**config.mk**
```make
export PLATFORM = sky130hd
export DESIGN_NAME = pipe_skid_reg
export DESIGN_NICKNAME = d
export VERILOG_FILES = /design/src/rtl/pipe_skid_reg.sv
export SDC_FILE = /design/constraint.sdc
export NUM_CORES = 1
export LEC_CHECK = 0
export ABC_CLOCK_PERIOD_IN_PS = 2900
export CORE_ASPECT_RATIO = 1.5
export CORE_MARGIN = 5
export CORE_UTILIZATION = 54
export DETAILED_ROUTE_END_ITERATION = 8
export PLACE_DENSITY = 0.83
export SLEW_MARGIN = 40
export SYNTH_ARGS = -nofsm -noshare
export SYNTH_HDL_FRONTEND = slang
export SYNTH_SLANG_ARGS = --single-unit
```
**constraint.sdc**
```tcl
create_clock -name clk -period 2.9 [get_ports clk]
set_input_delay 0.435 -clock clk [delete_from_list [all_inputs] [get_ports clk]]
set_output_delay 0.435 -clock clk [all_outputs]
set_load 0.03 [all_outputs]
```
**src/rtl/pipe_skid_reg.sv**
```systemverilog
// pipe_skid_reg: valid/ready pipeline stage register with a 2-entry skid buffer and flush
// Ports: clk, rst (sync, active-high), flush, in_valid/in_ready/in_data (upstream),
//   out_valid/out_ready/out_data (downstream), stall_cnt (only when PIPE_STALL_CNT_EN is defined).
// Macro PIPE_STALL_CNT_EN adds a saturating counter of cycles with out_valid & ~out_ready.
module pipe_skid_reg #(
  parameter int DATA_W = 38,
  parameter logic [DATA_W-1:0] RESET_DATA = '0,
  parameter int CNT_W = 16
) (
  input  logic              clk,
  input  logic              rst,
  input  logic              flush,
  input  logic              in_valid,
  output logic              in_ready,
  input  logic [DATA_W-1:0] in_data,
  output logic              out_valid,
  input  logic              out_ready,
  output logic [DATA_W-1:0] out_data
`ifdef PIPE_STALL_CNT_EN
  ,
  output logic [CNT_W-1:0]  stall_cnt
`endif
);
  // state bit 0 is m_valid, bit 1 is s_valid, so both handshake outputs come straight off flops
  typedef enum logic [1:0] {EMPTY = 2'b00, ONE = 2'b01, TWO = 2'b11} state_t;
  state_t st_q, st_d;
  logic [DATA_W-1:0] m_q, m_d, s_q, s_d;
  assign out_valid = st_q[0];
  assign in_ready = ~st_q[1];
  assign out_data = m_q;
  always_comb begin
    st_d = st_q;
    m_d = m_q;
    s_d = s_q;
    if (flush) st_d = EMPTY;
    else begin
      case (st_q)
        EMPTY: begin
          st_d = in_valid ? ONE : EMPTY;
          m_d = in_valid ? in_data : m_q;
        end
        ONE: begin
          st_d = (in_valid && !out_ready) ? TWO : (!in_valid && out_ready) ? EMPTY : ONE;
          m_d = (in_valid && out_ready) ? in_data : m_q;
          s_d = (in_valid && !out_ready) ? in_data : s_q;
        end
        TWO: begin
          st_d = out_ready ? ONE : TWO;
          m_d = out_ready ? s_q : m_q;
        end
        default: st_d = EMPTY;
      endcase
    end
  end
  always_ff @(posedge clk) begin
    if (rst) begin
      st_q <= EMPTY;
      m_q <= RESET_DATA;
      s_q <= RESET_DATA;
    end else begin
      st_q <= st_d;
      m_q <= m_d;
      s_q <= s_d;
    end
  end
`ifdef PIPE_STALL_CNT_EN
  logic [CNT_W-1:0] cnt_q, cnt_d;
  assign stall_cnt = cnt_q;
  assign cnt_d = (out_valid && !out_ready && !(&cnt_q)) ? cnt_q + 1'b1 : cnt_q;
  always_ff @(posedge clk) begin
    if (rst) cnt_q <= '0;
    else cnt_q <= cnt_d;
  end
`else
  logic unused_cnt_w;
  assign unused_cnt_w = |CNT_W;
`endif
endmodule

```
==> flow_metrics.env <==
export IMPL_status="finished, final reports clean"
export IMPL_worstPathCellList="clkdlybuf4s50_1"
export IMPL_numPlacedInstances=530
export IMPL_setup_slack_ps=727
export IMPL_finish_instance_area_mm2=0.00459
export IMPL_fmax_ghz=0.460
export IMPL_hold_class="register to register"
export IMPL_powerDensity_mw_per_mm2=511
export IMPL_ys_ff_latch=78
export IMPL_die_w_um=76.9
export IMPL_crit_family="buffers and inverters"
export IMPL_drive_gt1_share_pct=12.2
export IMPL_fin_cells=545
export IMPL_fp_row_count=36
export IMPL_clkLatencyLatePin_ps=340
export IMPL_p_leak_nw=1.47
export IMPL_netlist_area_leader_share_pct=43.1
export IMPL_dp_slack_ps=587
export IMPL_drt_initial_drc_count=577
export IMPL_grt_pass1_vias=3523
export IMPL_slew_viol_final=0
export IMPL_dieHeight_um=110
export IMPL_cp_arrival_ps=1740
export IMPL_ys_seq_area_share_pct=43.1
export IMPL_crit_buf_inv=1
export IMPL_cts_hold_fix_buffers=0
export IMPL_root_buffer="clkbuf_8"
export IMPL_ios=83
export IMPL_core_area_mm2=0.00653
export IMPL_worst_slew_pin_slew_ps=824
export IMPL_final_nets=508
export IMPL_syn_inst=417
export IMPL_ctsHtreeMaxLevel=3
export IMPL_diodes=0
export IMPL_vias=3680
export IMPL_clockBufferDepth=2
export IMPL_start_util_pct=55.5
export IMPL_wl_per_cell_um=19.8
export IMPL_final_antenna_net_count=0
export IMPL_grt_pass1_wl_um=17000
export IMPL_fin_skew_ps=7.68
export IMPL_viasPerCell=6.75
export IMPL_area_growth_pct=26.6
export IMPL_place_hpwl_um=6520
export IMPL_synth_cell_types=23
export IMPL_synth_fp_nets=460
export IMPL_syn_area_per_cell_um2=8.70
export IMPL_critPathSlowestCell="clkdlybuf4s50_1"
export IMPL_grt_max_degree=45
export IMPL_worstPathRequired_ps=2470
export IMPL_firstDrtPassIters=6
export IMPL_critPathLaunchType="register"
export IMPL_cts_tree="built"
export IMPL_rsz0062_at_grt="false"
export IMPL_dpl_cell_area_mm2=0.00440
export IMPL_antenna_found_initial=0
export IMPL_mappedNetlistArea_mm2=0.00363
export IMPL_post_cts_resize_count=0
export IMPL_end_kind="primary output"
export IMPL_criticalPathCategory="register to primary output"
export IMPL_gp_congestion=0.818
export IMPL_regToRegSetupSlack_ps=970
export IMPL_path_max_fanout=22
export IMPL_path_clk_slew_ps=80
export IMPL_yosys_area_top_type="dfxtp_1"
export IMPL_drt_wl_total_um=10800
export IMPL_ys_warn_count=0
export IMPL_hold_viol=0
export IMPL_drc=0
export IMPL_drv_cap=0
export IMPL_cts_buffers_inserted=9
export IMPL_io_buffer_count=82
export IMPL_synthTopCellsByArea="dfxtp_1 (43%), nand3_1 (10%), a41oi_1 (9.2%)"
export IMPL_finalCriticalPeriod_ps=2170
export IMPL_post_cts_buffers=0
export IMPL_grt_use_total_pct=24.7
export IMPL_fin_tns_setup_ps=0
export IMPL_cts_sinks=78
export IMPL_crit_path_max_incr_delay_ps=770
export IMPL_ir_drop_mv=0.370
export IMPL_fin_crit_sh_pct=74.9
export IMPL_gr_total_overflow=0
export IMPL_setup_viol=0
export IMPL_max_slew_margin_pct=45.1
export IMPL_design_die_area_mm2=0.00849
## cell usage after synthesis
library cell,instances
nor3_1,1
a21oi_1,38
a22oi_1,1
o21ai_0,36
a311oi_1,18
o21ai_1,2
and4_4,1
or2_1,1
a311oi_2,20
nand2_1,39
buf_4,1
nand4bb_1,1
nor4b_1,1
nand3_1,76
and4bb_2,1
a41oi_1,38
inv_1,2
buf_2,15
clkbuf_1,38
buf_1,2
nand2b_1,3
buf_6,4
dfxtp_1,78
## worst paths after layout
path | cells after the start | end | start
setup / recovery | 1 | out_valid | st_q[0]
hold / removal | 2 | s_q[31] | s_q[31]
setup reg to reg | 4 | out_data[2] | st_q[1]
hold reg to reg | 2 | s_q[31] | s_q[31]
## state kept, by name (all words and copies together), names as in the netlist
| signal | flops |
|---|---|
| out_data | 38 |
| s_q | 38 |
| st_q | 2 |
## power by group
group	internal (mW)	leakage, nW	switching [mW]
logic	0.180	0.737	0.234
registers	1.11	0.637	0.0313
clock network	0.391	0.0911	0.399
## metrics by stage
step	hold WS (ps)	util [%]	power [mW]
3_5_place_dp	467	67.4	1.58
4_1_cts	478	70.3	2.35
2_1_floorplan	454	-	1.40
3_3_place_gp	460	67.4	1.57
6_report	480	70.3	2.35
5_1_grt	504	70.3	2.43
## layout by cell type, fill, tap and decap left out, types with 9 or more instances in the layout
cell              n
clkdlybuf4s50_1  81
a311oi_2         20
a21oi_1          38
nand2_1          39
clkbuf_8          9
o21ai_0          36
buf_4            13
dfxtp_1          76
a311oi_1         18
nand3_1          76
a41oi_1          38
## cells by family after synthesis
| logic type | count (synthesis) | share of synthesized area (%) |
|---|---|---|
| compound gates | 153 | 32.5 |
| buf+inv | 62 | 7.87 |
| flops | 78 | 43.1 |
| simple gates | 124 | 16.6 |
## metal layers
| metal | track usage [%] | up-vias | routed length, um |
|---|---|---|---|
| met3 | 5.69 | 22 | 755 |
| met1 | 29.3 | 1783 | 4120 |
| li1 | - | 1687 | - |
| met2 | 42.0 | 188 | 5640 |
| met4 | 12.0 | 0 | 250 |
| met5 | 0 | - | 0 |
## final cells by class
cell class	count	area, um2
clock buffers	9	124
fillers	540	1940
well taps	76	95.1
inverters	2	7.51
repair buffers	97	953
flip-flops and latches	78	1560
clock inverters	6	63.8
multi-input cells	277	1780
Power figures use the tool's default switching activity.
